`config.mk`:
```
export PLATFORM = sky130hd
export DESIGN_NAME = tdm_demux4
export DESIGN_NICKNAME = d
export VERILOG_FILES = /design/src/rtl/tdm_pkg.sv /design/src/rtl/tdm_demux4.sv
export SDC_FILE = /design/constraint.sdc
export NUM_CORES = 1
export LEC_CHECK = 0
export BUFFER_PORTS_ARGS = -buffer_cell sky130_fd_sc_hd__buf_2
export CAP_MARGIN = 20
export CORE_ASPECT_RATIO = 1.1
export CORE_MARGIN = 5
export CORE_UTILIZATION = 23
export CTS_BUF_LIST = sky130_fd_sc_hd__clkbuf_8
export CTS_CLUSTER_SIZE = 14
export DETAILED_ROUTE_END_ITERATION = 16
export RECOVER_POWER = 50
export SETUP_SLACK_MARGIN = 0.15
export SYNTH_ARGS = -nofsm -noshare
export SYNTH_HDL_FRONTEND = slang
export SYNTH_SLANG_ARGS = --single-unit
```
`constraint.sdc`:
```
create_clock -name clk -period 5.1 [get_ports clk]
set_input_delay 0.255 -clock clk [delete_from_list [all_inputs] [get_ports clk]]
set_output_delay 0.255 -clock clk [all_outputs]
set_load 0.005 [all_outputs]
```
`src/rtl/tdm_pkg.sv`:
```
// tdm_pkg: shared definitions for the 4-slot TDM channel-select path.
//   SLOTS      - slots per frame (one per channel)
//   SLOT_W     - width of a slot index
//   state_t    - receive framer state (HUNT / LOCKED)
//   slot_idx_t - slot index type, shared with the serialising mux side
package tdm_pkg;

  localparam int SLOTS  = 4;
  localparam int SLOT_W = 2;

  typedef enum logic {
    HUNT   = 1'b0,
    LOCKED = 1'b1
  } state_t;

  typedef logic [SLOT_W-1:0] slot_idx_t;

endpackage : tdm_pkg

```
`src/rtl/tdm_demux4.sv`:
```
// tdm_demux4: receive side of the 4:1 channel-select path.
// Takes a serial stream of 4-slot frames (slot n carries channel n), buffers
// a frame in shadow registers and updates all four lanes together on the
// beat that completes the frame.
//
// Ports:
//   clk         system clock, rising edge
//   rst         synchronous, active-high reset
//   in_valid    slot beat present on in_data this cycle
//   in_sof      start of frame (slot 0), qualified by in_valid
//   in_data     slot payload
//   out0..out3  per-channel lanes, frame-aligned and held
//   frame_valid one-cycle pulse: lanes were just updated
//   locked      high while aligned to frame boundaries
//   sync_err    one-cycle pulse on a framing violation
module tdm_demux4
  import tdm_pkg::*;
#(
  parameter int DATA_W = 1
) (
  input  logic              clk,
  input  logic              rst,
  input  logic              in_valid,
  input  logic              in_sof,
  input  logic [DATA_W-1:0] in_data,
  output logic [DATA_W-1:0] out0,
  output logic [DATA_W-1:0] out1,
  output logic [DATA_W-1:0] out2,
  output logic [DATA_W-1:0] out3,
  output logic              frame_valid,
  output logic              locked,
  output logic              sync_err
);

  localparam slot_idx_t LAST_SLOT = slot_idx_t'(SLOTS - 1);

  state_t            state_reg;
  slot_idx_t         slot_cnt_reg;
  logic [DATA_W-1:0] shadow_reg [SLOTS];
  logic [DATA_W-1:0] lane_reg   [SLOTS];
  logic              frame_valid_reg;
  logic              sync_err_reg;

  always_ff @(posedge clk) begin
    if (rst) begin
      state_reg       <= HUNT;
      slot_cnt_reg    <= '0;
      frame_valid_reg <= 1'b0;
      sync_err_reg    <= 1'b0;
      for (int i = 0; i < SLOTS; i++) begin
        shadow_reg[i] <= '0;
        lane_reg[i]   <= '0;
      end
    end else begin
      // Pulses last exactly one cycle; a stall cycle clears them too.
      frame_valid_reg <= 1'b0;
      sync_err_reg    <= 1'b0;

      if (in_valid) begin
        case (state_reg)
          HUNT: begin
            // Non-SOF beats are dropped silently while hunting.
            if (in_sof) begin
              shadow_reg[0] <= in_data;
              slot_cnt_reg  <= slot_idx_t'(1);
              state_reg     <= LOCKED;
            end
          end

          LOCKED: begin
            if (in_sof) begin
              // An SOF mid-frame restarts the frame on this beat; the
              // stale shadow slots are overwritten before they are used.
              if (slot_cnt_reg != '0) begin
                sync_err_reg <= 1'b1;
              end
              shadow_reg[0] <= in_data;
              slot_cnt_reg  <= slot_idx_t'(1);
            end else if (slot_cnt_reg == '0) begin
              // Expected an SOF here: alignment lost.
              sync_err_reg <= 1'b1;
              state_reg    <= HUNT;
            end else if (slot_cnt_reg == LAST_SLOT) begin
              // Slot 3 goes straight to its lane so all four update on
              // the same edge without a bubble before the next frame.
              for (int i = 0; i < SLOTS - 1; i++) begin
                lane_reg[i] <= shadow_reg[i];
              end
              lane_reg[SLOTS-1] <= in_data;
              frame_valid_reg   <= 1'b1;
              slot_cnt_reg      <= '0;
            end else begin
              shadow_reg[slot_cnt_reg] <= in_data;
              slot_cnt_reg             <= slot_cnt_reg + 1'b1;
            end
          end

          default: begin
            state_reg <= HUNT;
          end
        endcase
      end
    end
  end

  assign out0        = lane_reg[0];
  assign out1        = lane_reg[1];
  assign out2        = lane_reg[2];
  assign out3        = lane_reg[3];
  assign frame_valid = frame_valid_reg;
  assign sync_err    = sync_err_reg;
  assign locked      = (state_reg == LOCKED);

endmodule : tdm_demux4

```
-- Yosys cells after proc, flatten, opt, wreduce, memory -nomap -nowiden
Memories as Yosys holds them, arrays and structs flattened.
Cells that the tools add are included.
- eq/ne operators: 3
- magnitude comparators: 0
- divide/modulo/power cells: 0
- multiplexer cells: 45
- $add $sub $neg: 1
- shift-type cells: 0
- bitwise operators: 8
- reduce and logical (&&, ||, !) cells: 5
- multipliers: 0
- operators with widths (cell ; count):
    $mux 1 ; 38
    $mux 2 ; 5
    $or 1x1->1 ; 6
    $pmux 2 s2 ; 1
    $ne 3x3->1 const B ; 1
    $reduce_and 3->1 ; 1
    $reduce_or 3->1 ; 1
    $add 2x1->2 const B ; 1
    $eq 2x2->1 const B ; 1
    $logic_not 2->1 ; 1
    $ne 2x2->1 const B ; 1
    $not 1->1 ; 2
    $pmux 1 s2 ; 1
    $reduce_bool 2->1 ; 1
    $reduce_or 1->1 ; 1
- memories: 2
- word-level logic and storage cells: 68
- input port bits: 5
- output and inout port bits: 7
- latch bits: 0
- memory bits (read-only): 0
- bits in registers: 5
- RAM bits: 8
- memories (memory ; depth ; bits a word ; rd ports ; clocked after memory_dff ; wr ports ; line ; source):
    lane_reg ; 4 ; 1 ; 4 ; 0 ; 4 ; tdm_demux4.sv:40 ; logic [DATA_W-1:0] lane_reg [SLOTS];
    shadow_reg ; 4 ; 1 ; 3 ; 0 ; 4 ; tdm_demux4.sv:39 ; logic [DATA_W-1:0] shadow_reg [SLOTS];

-- Depth between registers and ports, before layout
Gate-level depths: netlist (run 1).
- depth after elaboration: 10
- gate-level depth with buffers: 5
- depth with buffers taken out: 5

-- Worst setup path after synthesis (run 1)
No wires, ideal clock.
- path kind: reg2reg
- start point: reg slot_cnt_reg[0]
- end point: mem shadow_reg[0] (enable)
- clock period less this slack: 1.662 ns
- data required time: 4.810 ns
- arrival time: 1.372 ns
- path buffers: 0
- cell stages (with the launch flop): 6
- slack: 3.438 ns
- setup time: 0.290 ns
- path through: dfxtp_1 > inv_1 > ha_1 > or3b_1 > o21ai_0 > a21o_1
- RTL lines (item ; line ; source):
    from (decl) ; tdm_demux4.sv:38 ; slot_idx_t slot_cnt_reg;
    from (signal assigned) ; tdm_demux4.sv:65 ; slot_cnt_reg <= slot_idx_t'(1);
    from (signal assigned) ; tdm_demux4.sv:78 ; slot_cnt_reg <= slot_idx_t'(1);
    from (signal assigned) ; tdm_demux4.sv:94 ; slot_cnt_reg <= slot_cnt_reg + 1'b1;
    to (decl) ; tdm_demux4.sv:39 ;

==> qor.csv, run 1 <==
metric,value,unit
core-area,2750,sq um
antenna_found_initial,0,
grt_use_total,7.02,%
outcome,completed,
wl_met1,483,um
fp.dieW,60.7,um
finClkSkew,0.00263,ns
critPathRequiredTime,5.06,ns
cts_setup_buffers,0,
final_common_cell,buf_2,
endpoint_kind,flip-flop,
cts_resized,0,
cts_sinks,12,
hold_ws,0.326,ns
layout.nets,83,
wl_per_cell,11.6,um
synth_area,649,sq um
critical_path_class,flip-flop to flip-flop,
finalSetupViolCount,0,
routed_wl,1230,um
synthDistinctLibCells,32,
wl_met3,92,um
grt_pass1_vias,487,
wl_met2,630,um
gp_congestion,0.795,
htreeDepth,1,
clk_pin_slew,0.05,ns
hold_buffers,0,
tightest_slew,0.447,ns
drv_cap,0,
fmax,551,MHz
layout_common_cells,"buf_2, edfxtp_1, dfxtp_1",
drive_gt1_share,23.3,%
dieArea,3990,sq um
grt_overflow_total,0,
ant_nets,0,
cts_tree,yes,
io_pins,12,
finalHoldViolations,0,
area_delta_synth_final,19.5,%
maxUsedRoutingLayer,met4,
arrival,1.77,ns
largest_register_ffs,4,
dr.first_iter.drc_count,10,
rsz0062_at_grt,false,
grt_max_degree,17,
cts_buffer_depth,2,
cts-root-buf,clkbuf_8,
maxSlewViolCount,0,
finalSetupTns,0,ns
syn-mean-instance-area,11.0,sq um
period_needed,1.81,ns
initial_core_util,23.6,%
design_power_total,0.000219,W
vias,489,
yosys_warnings,0,
routed_via_density,4.61,
core.rowCount,20,
synth_seq_cells,12,
critPathMaxFanout,6,
dp_hpwl,939,um
hp-class,primary input to flip-flop,
cts_made_buffers,3,
portBuffers,11,
clock_latency,0.24,ns
path_cells,inv_1 -> ha_1 -> or3b_1 -> o21ai_0 -> a21o_1,
power_density,283,nW/um^2
dr.pass1.iters,4,
cp-start-kind,flip-flop,
syn-num-nets,68,
worst_ir_drop_vdd,146,uV
drc,0,
die_y,65.7,um
slowest_stage,dfxtp_1,
max_slew_margin,70.1,%
final_core_util,28.2,%
grt_pass1_wl,2040,um
p_leak,0.319,nW
final.period_utilization,35.6,%
critPathMaxStageDelay,0.41,ns
syn_inst,59,
num_antenna_cells,0,
seq_area_frac_synth,47.8,%
worst max-delay path: cells and delay by family, from the launching register on:
kind	cells	cell delay, ns
compound gates	2	0.31
fa+ha+maj	1	0.31
buf+inv	1	0.14
flops	1	0.41
simple gates	1	0.37
power breakdown:
group | internal [W] | switching [W] | leakage (nW)
logic | 0.00000963 | 0.0000126 | 0.183
registers | 0.000106 | 0.00000287 | 0.113
clock network | 0.0000531 | 0.0000351 | 0.0231
total | 0.000169 | 0.0000507 | 0.319
per-stage QoR:
stage | setup WS (ns) | instance area (sq um) | cells
2_1_floorplan | 3.44 | 649 | 59
3_3_place_gp | 3.28 | 741 | 102
3_5_place_dp | 3.27 | 741 | 102
4_1_cts | 3.28 | 786 | 106
5_1_grt | 3.13 | 776 | 106
6_report | 3.29 | 776 | 106
metal layers:
| layer | GRT usage, % | vias up |
|---|---|---|
| met5 | 0 | - |
| met4 | 4.07 | 0 |
| met3 | 2.75 | 4 |
| met2 | 12.3 | 12 |
| met1 | 6.74 | 227 |
| li1 | - | 246 |
cell usage after synthesis:
master	count	area share, %
a21boi_2	1	1.7
a21o_1	2	2.3
a21oi_1	2	1.5
a311oi_1	1	1.3
a31oi_1	1	0.96
a41o_1	1	1.5
and2_1	4	3.9
and3_1	1	0.96
and3b_2	1	1.5
buf_2	1	0.77
dfxtp_1	5	15
edfxtp_1	7	32
ha_1	4	7.7
inv_1	3	1.7
mux2_2	1	1.7
mux2i_1	1	1.5
nand2_1	2	1.2
nand2b_1	2	1.9
nand3_1	2	1.5
nand3_2	1	1.5
nand3b_2	1	1.7
nor2_1	4	2.3
nor2b_1	1	0.96
nor3_1	2	1.5
nor3b_2	1	1.9
nor4_2	1	1.9
o21a_1	1	1.2
o21ai_0	1	0.77
o21bai_1	1	1.2
o22ai_1	1	0.96
or2_2	1	0.96
or3b_1	1	1.3
cell families after synthesis:
kind of cell	share of synthesized area, %
compound gates	13.5
mux	3.28
fa+ha+maj	7.71
flops	47.8
simple gates	25.2
buf+inv	2.50
final cells by class:
type / instances / area (sq um)
fillers: 298 / 1980
multi-input cells: 43 / 317
flip-flops and latches: 12 / 310
repair buffers: 11 / 51.3
clock buffers: 3 / 41.3
well taps: 33 / 41.3
inverters: 3 / 11.3
clock inverters: 1 / 3.75
path summary, 6_finish.rpt:
path / startpoint / to / slack (ns) / cells after the start
worst max register to register: slot_cnt_reg[0]$_SDFFE_PP0P_ / shadow_reg[0]$_SDFFCE_PN0P_ / 3.29 / 5
worst min-delay path: in_valid / sync_err$_SDFF_PP0_ / 0.33 / 3
worst min register to register: shadow_reg[1]$_SDFFCE_PN0P_ / lane_reg[1]$_SDFFCE_PN0P_ / 0.52 / 1
worst max-delay path: slot_cnt_reg[0]$_SDFFE_PP0P_ / shadow_reg[0]$_SDFFCE_PN0P_ / 3.29 / 5
No activity file was read; power rests on OpenSTA's default activity.
==> run 2, diff against run 1 <==
- ABC_AREA: unset -> 1
- clock period: 5.1 -> 1.7 ns (I/O delays scaled with it)
==> run 2 against run 1 <==
  * Count of clock-buffer cells in the layout increased by 1
  * Non-clock buffer count is 2 higher
  * Clock power grew to 3.5 times the previous value
  * Sequential cell count did not move
  * Synthesized cell count is 27% higher
  * Worst hold slack lost 0.28 ns
  * Largest power group unchanged
  * Register-to-register slack worse by 3.1 ns
  * Cell count rose by 18%
  * Critical endpoint unchanged
  * Core utilization rose by 1.3 points
  * Maximum frequency grew 23%
  * Combinational power rose to 3.2 times the previous value
  * Worst setup slack got worse by 3.1 ns
==> qor.csv, run 2 <==
metric,value,unit,change
synth_edf_count,7,,unchanged
cts_made_buffers,3,,unchanged
maxSlewViolCount,0,,unchanged
syn-mean-instance-area,8.46,sq um,was 11.0 sq um
grt_use_total,6.69,%,was 7.02%
fp.dieW,60.1,um,was 60.7 um
clock_latency,0.24,ns,about the same
place_ws,0.159,ns,was 3.27 ns
outcome,completed,,unchanged
async_flop_share,0,%,unchanged
portBuffers,11,,unchanged
synth_mux_area_share,0,%,was 3.28%
die_y,65.1,um,was 65.7 um
worst_ir_drop_vdd,367,uV,was 146 uV
synth_top_area_share,33.1,%,was 32.4%
arrival,1.43,ns,was 1.77 ns
critPathMaxStageDelay,0.37,ns,was 0.41 ns
max_slew_margin,83.7,%,was 70.1%
drc,0,,unchanged
finalSetupViolCount,0,,unchanged
seq_area,318,sq um,was 310 sq um
syn-num-nets,84,,was 68
area_delta_synth_final,25.4,%,was 19.5%
critPathRequiredTime,1.66,ns,was 5.06 ns
fmax,679,MHz,was 551 MHz
design_power_total,0.000712,W,was 0.000219 W
io_pins,12,,unchanged
finClkSkew,0.00349,ns,was 0.00263 ns
hp-class,primary input to flip-flop,,unchanged
dr.first_iter.drc_count,0,,was 10
cts-root-buf,clkbuf_8,,unchanged
slowest_stage,dfxtp_4,,was dfxtp_1
power_density,894,nW/um^2,was 283 nW/um^2
final.period_utilization,86.7,%,was 35.6%
core.rowCount,20,,unchanged
grt_max_degree,9,,was 17
synth_most_common_cell,nand2_1,,was edfxtp_1
p_leak,0.377,nW,was 0.319 nW
cp-start-kind,flip-flop,,unchanged
seq_area_frac_synth,48.9,%,was 47.8%
clk_pin_slew,0.06,ns,was 0.05 ns
finalHoldViolations,0,,unchanged
synthTopCellsByArea,"edfxtp_1, dfxtp_1, nand2_1",,"was edfxtp_1, dfxtp_1, ha_1"
synth-simple-area-share,27.6,%,was 25.2%
synthAdderAreaFrac,7.89,%,was 7.71%
syn_inst,75,,was 59
routed_wl,1200,um,was 1230 um
synth-xor-area-share,0,%,unchanged
endpoint_kind,flip-flop,,unchanged
synth_area,634,sq um,was 649 sq um
antenna_found_initial,0,,unchanged
initial_core_util,23.5,%,was 23.6%
num_antenna_cells,0,,unchanged
synth_compound_area_share,7.30,%,was 13.5%
grt_pass1_wl,1900,um,was 2040 um
synthDistinctLibCells,17,,was 32
yosysTopAreaCell,edfxtp_1,,unchanged
synth_top_family_by_area,simple AND/OR/NAND/NOR gates,,unchanged
vias,510,,was 489
grt_pass1_vias,504,,was 487
core-area,2700,sq um,was 2750 sq um
cts_buffer_depth,2,,unchanged
netlist_top_cells_count,"nand2_1, nor2_1, inv_1, edfxtp_1, dfxtp_1",,"was edfxtp_1, dfxtp_1, and2_1, ha_1, nor2_1"
fillers,295,,was 298
cts_tree,yes,,unchanged
dp_hpwl,942,um,was 939 um
layout.nets,102,,was 83
period_needed,1.47,ns,was 1.81 ns
synth_seq_cells,12,,unchanged
dieArea,3910,sq um,was 3990 sq um
htreeDepth,1,,unchanged
ant_nets,0,,unchanged
routed_via_density,4.08,,was 4.61
dr.pass1.iters,1,,was 4
critical_path_class,flip-flop to flip-flop,,unchanged
wl_per_cell,9.56,um,was 11.6 um
grt_overflow_total,0,,unchanged
multiInputGateArea,262,sq um,was 317 sq um
yosys_warnings,0,,unchanged
finalSetupTns,0,ns,unchanged
cts_sinks,12,,unchanged
drive_gt1_share,28.3,%,was 23.3%
layout_common_cells,"nand2_1, inv_1, nor2_1",,"was buf_2, edfxtp_1, dfxtp_1"
drv_cap,0,,unchanged
cp_common_cell,nand3_2,,
largest_register_ffs,4,,unchanged
final_common_cell,nand2_1,,was buf_2
timing.final.ws_setup,0.227,ns,was 3.29 ns
tightest_slew,0.245,ns,was 0.447 ns
hold_buffers,0,,unchanged
path_cells,inv_1 -> ha_1 -> nand3_2 -> o21ai_2 -> nand3_2 -> nand2_1,,was inv_1 -> ha_1 -> or3b_1 -> o21ai_0 -> a21o_1
ys.flop_type,edfxtp_1,,unchanged
rsz0062_at_grt,false,,unchanged
critPathMaxFanout,6,,unchanged
gp_congestion,0.761,,was 0.795
==> run 2: cell count changes after synthesis, moves of 3 or more <==
cell	delta
nor2_1	+7
and2_1	-4
inv_2	+4
nor2_2	+3
inv_1	+7
nand2_1	+17
==> run 2: logic make-up (layout without fill, tap and decap cells) <==
kind of cell,after synthesis,after routing
AOI/OAI and AO/OA,7,7
adders and majority gates,4,4
buffers and inverters,14,31
DFF,12,12
and+or+nand+nor,38,38
==> run 2: path summary, 6_finish.rpt <==
path	cells past startpoint	slack (ns)	from	end
setup / recovery	6	0.23	slot_cnt_reg[0]$_SDFFE_PP0P_	shadow_reg[0]$_SDFFCE_PN0P_
hold / removal	2	0.05	rst	locked$_SDFFE_PP0P_
setup reg to reg	6	0.23	slot_cnt_reg[0]$_SDFFE_PP0P_	shadow_reg[0]$_SDFFCE_PN0P_
hold reg to reg	2	0.53	slot_cnt_reg[1]$_SDFFE_PP0P_	slot_cnt_reg[1]$_SDFFE_PP0P_
==> run 2: where the power goes <==
| group | total [W] | switching [W] | internal, W |
|---|---|---|---|
| Sequential | 0.000328 | 0.00000989 | 0.000318 |
| Clock | 0.000312 | 0.000107 | 0.000205 |
| Combinational | 0.0000713 | 0.0000438 | 0.0000275 |
==> run 2: what timing repair did <==
item / CTS / global route
setup endpoints to repair: 0 / 4
buffers inserted: 0 / 1
gates resized for setup: 0 / 4
==> run 2: layout make-up <==
class	count	share of cell area, %
clock buffer	4	6.92
inverter	14	6.60
multi-input combinational	49	32.9
sequential	12	39.9
tap	33	5.19
timing repair buffer	13	8.49
==> run 2: critical path, delay by kind of cell (launching register included) <==
family                   cells  cell delay, ns
flip-flops                   1            0.37
AND/OR/NAND/NOR              3            0.26
AO/OA/AOI/OAI                1            0.19
adder cells (fa/ha/maj)      1            0.29
buffers and inverters        1            0.07
==> run 2: layer usage <==
| layer | vias up | part of all wire [%] | GRT usage [%] |
|---|---|---|---|
| li1 | 272 | - | - |
| met1 | 225 | 39 | 5.90 |
| met2 | 9 | 53 | 11.9 |
| met3 | 4 | 4.9 | 2.39 |
| met4 | 0 | 2.4 | 4.99 |
| met5 | - | 0 | 0 |
==> run 2: through the flow <==
step | cells | utilization [%] | hold WS, ns | instance area, sq um
finish | 125 | 29.4 | 0.0492 | 796
global route | 125 | 29.4 | 0.0514 | 796
CTS | 124 | 29.4 | 0.0429 | 793
detailed placement | 120 | 27.3 | 0.297 | 738
global placement | 120 | 27.3 | 0.291 | 738
floorplan | 75 | - | 0.154 | 634
==> run 3, diff against run 2 <==
- CAP_MARGIN: 20 -> 30
- CTS_BUF_LIST: sky130_fd_sc_hd__clkbuf_8 -> sky130_fd_sc_hd__clkbuf_2 sky130_fd_sc_hd__clkbuf_4 sky130_fd_sc_hd__clkbuf_8
==> run 3 against run 2 <==
  * Worst setup slack worse by 0.010 ns
  * Wire length is 1.7% lower
  * Via count is 0.39% lower
  * Sequential power hardly changed
  * Highest routed layer unchanged
==> qor.csv, run 3 (synthesis results as in run 2) <==
metric,value,unit,change
dp_hpwl,942,um,unchanged
io_pins,12,,unchanged
p_leak,0.373,nW,was 0.377 nW
layout.nets,103,,was 102
power_density,795,nW/um^2,was 894 nW/um^2
r2r_slack,0.22,ns,was 0.23 ns
grt_pass1_wl,1900,um,about the same
fmax,674,MHz,was 679 MHz
reg2reg_to,shadow_reg[0]$_SDFFCE_PN0P_,,unchanged
core.rowCount,20,,unchanged
layout_common_cells,"nand2_1, inv_1, nor2_1",,unchanged
tightest_slew,0.244,ns,was 0.245 ns
endpoint_kind,flip-flop,,unchanged
cp-start-kind,flip-flop,,unchanged
dr.pass1.iters,3,,was 1
core-area,2700,sq um,unchanged
worst_ir_drop_vdd,274,uV,was 367 uV
place_inst,120,,unchanged
wl_met1,474,um,was 470 um
finalHoldViolations,0,,unchanged
critPathRequiredTime,1.69,ns,was 1.66 ns
final_core_util,29.1,%,was 29.4%
dieArea,3910,sq um,unchanged
critical_path_class,flip-flop to flip-flop,,unchanged
worstRegToRegCells,6,,unchanged
finalSetupViolCount,0,,unchanged
portBuffers,11,,unchanged
wl_met3,53,um,was 59 um
routed_wl,1180,um,was 1200 um
clock_latency,0.27,ns,was 0.24 ns
critPathMaxFanout,6,,unchanged
largest_register_ffs,4,,unchanged
area_delta_synth_final,24.1,%,was 25.4%
htreeDepth,1,,unchanged
hold_depth,4,,was 2
ant_nets,0,,unchanged
startpoint,slot_cnt_reg[0]$_SDFFE_PP0P_,,unchanged
rsz0062_at_grt,false,,unchanged
period_needed,1.48,ns,was 1.47 ns
outcome,completed,,unchanged
cts_tree,yes,,unchanged
dr.first_iter.drc_count,1,,was 0
max_slew_margin,83.7,%,about the same
antenna_found_initial,0,,unchanged
maxSlewViolCount,0,,unchanged
critPathCapture,shadow_reg[0]$_SDFFCE_PN0P_,,unchanged
arrival,1.47,ns,was 1.43 ns
grt_pass1_vias,504,,unchanged
grt_max_degree,9,,unchanged
cts_buffer_depth,2,,unchanged
cts_made_buffers,3,,unchanged
drv_cap,0,,unchanged
grt_use_total,6.57,%,was 6.69%
finClkSkew,0.00931,ns,was 0.00349 ns
wl_met2,639,um,was 636 um
multiInputGateArea,262,sq um,unchanged
num_antenna_cells,0,,unchanged
drive_gt1_share,28.0,%,was 28.3%
gp_congestion,0.761,,unchanged
wl_per_cell,9.33,um,was 9.56 um
hp-class,primary input to flip-flop,,unchanged
routed_via_density,4.03,,was 4.08
seq_area,318,sq um,unchanged
cts-root-buf,clkbuf_4,,was clkbuf_8
fin_cells,126,,was 125
cts_sinks,12,,unchanged
die_y,65.1,um,unchanged
maxUsedRoutingLayer,met4,,unchanged
final.period_utilization,87.2,%,was 86.7%
fillers,297,,was 295
crit-reg2reg-launch,slot_cnt_reg[0]$_SDFFE_PP0P_,,unchanged
fp.dieW,60.1,um,unchanged
initial_core_util,23.5,%,unchanged
vias,508,,was 510
final_common_cell,nand2_1,,unchanged
clk_pin_slew,0.08,ns,was 0.06 ns
drc,0,,unchanged
grt_overflow_total,0,,unchanged
finalSetupTns,0,ns,unchanged
[run 3: cell types whose count changed in the layout (fill, tap and decap cells not counted)]
cell           before  now
clkbuf_4            0    3
clkbuf_8            4    1
dlygate4sd3_1       0    1
[run 3: worst min path at each step]
stage / startpoint / slack, ns / end
floorplan: rst / 0.15 / locked$_SDFFE_PP0P_
global placement: rst / 0.29 / locked$_SDFFE_PP0P_
detailed placement: rst / 0.30 / locked$_SDFFE_PP0P_
CTS: rst / 0.003 / locked$_SDFFE_PP0P_
global route: in_valid / 0.14 / locked$_SDFFE_PP0P_
finish: in_valid / 0.15 / locked$_SDFFE_PP0P_
[run 3: what timing repair did]
item / CTS / global route
gates resized for setup: 1 / 3
buffers inserted: 0 / 1
setup endpoints to repair: 1 / 4
cloned: 0 / 0
hold buffers: 0 / 1
hold endpoints to repair: 0 / 1
pin swaps: 0 / 2
[run 3: critical path, stage by stage (launching register included)]
cell     delay [ns]
dfxtp_4        0.38
inv_1          0.07
ha_1           0.29
nand3_2        0.10
o21ai_2        0.19
nand3_2        0.09
nand2_1        0.07
[run 3: metrics by stage]
| stage | hold slack, ns | cell area (sq um) | setup WS (ns) | power [W] |
|---|---|---|---|---|
| floorplan | 0.154 | 634 | 0.257 | 0.000381 |
| global placement | 0.291 | 738 | 0.213 | 0.000406 |
| detailed placement | 0.297 | 738 | 0.159 | 0.000408 |
| CTS | 0.00296 | 776 | 0.157 | 0.000637 |
| global route | 0.142 | 787 | 0.148 | 0.000671 |
| finish | 0.150 | 787 | 0.217 | 0.000625 |
[run 3: cell type report]
| class | count | share of cell area, % |
|---|---|---|
| Sequential cell | 12 | 40.4 |
| Multi-Input combinational cell | 49 | 33.2 |
| Timing Repair Buffer | 14 | 9.86 |
| Inverter | 14 | 6.68 |
| Tap cell | 33 | 5.25 |
| Clock buffer | 4 | 4.61 |
[run 3: power by group]
group | switching, W | internal (W) | total, W
clock | 0.0000945 | 0.000130 | 0.000225
combinational | 0.0000441 | 0.0000289 | 0.0000731
sequential | 0.00000995 | 0.000318 | 0.000328
[run 3: routing by layer]
layer | global-route usage [%] | vias up
met5 | 0 | -
met4 | 4.16 | 0
met3 | 2.39 | 2
met2 | 11.9 | 7
met1 | 5.90 | 226
li1 | - | 273
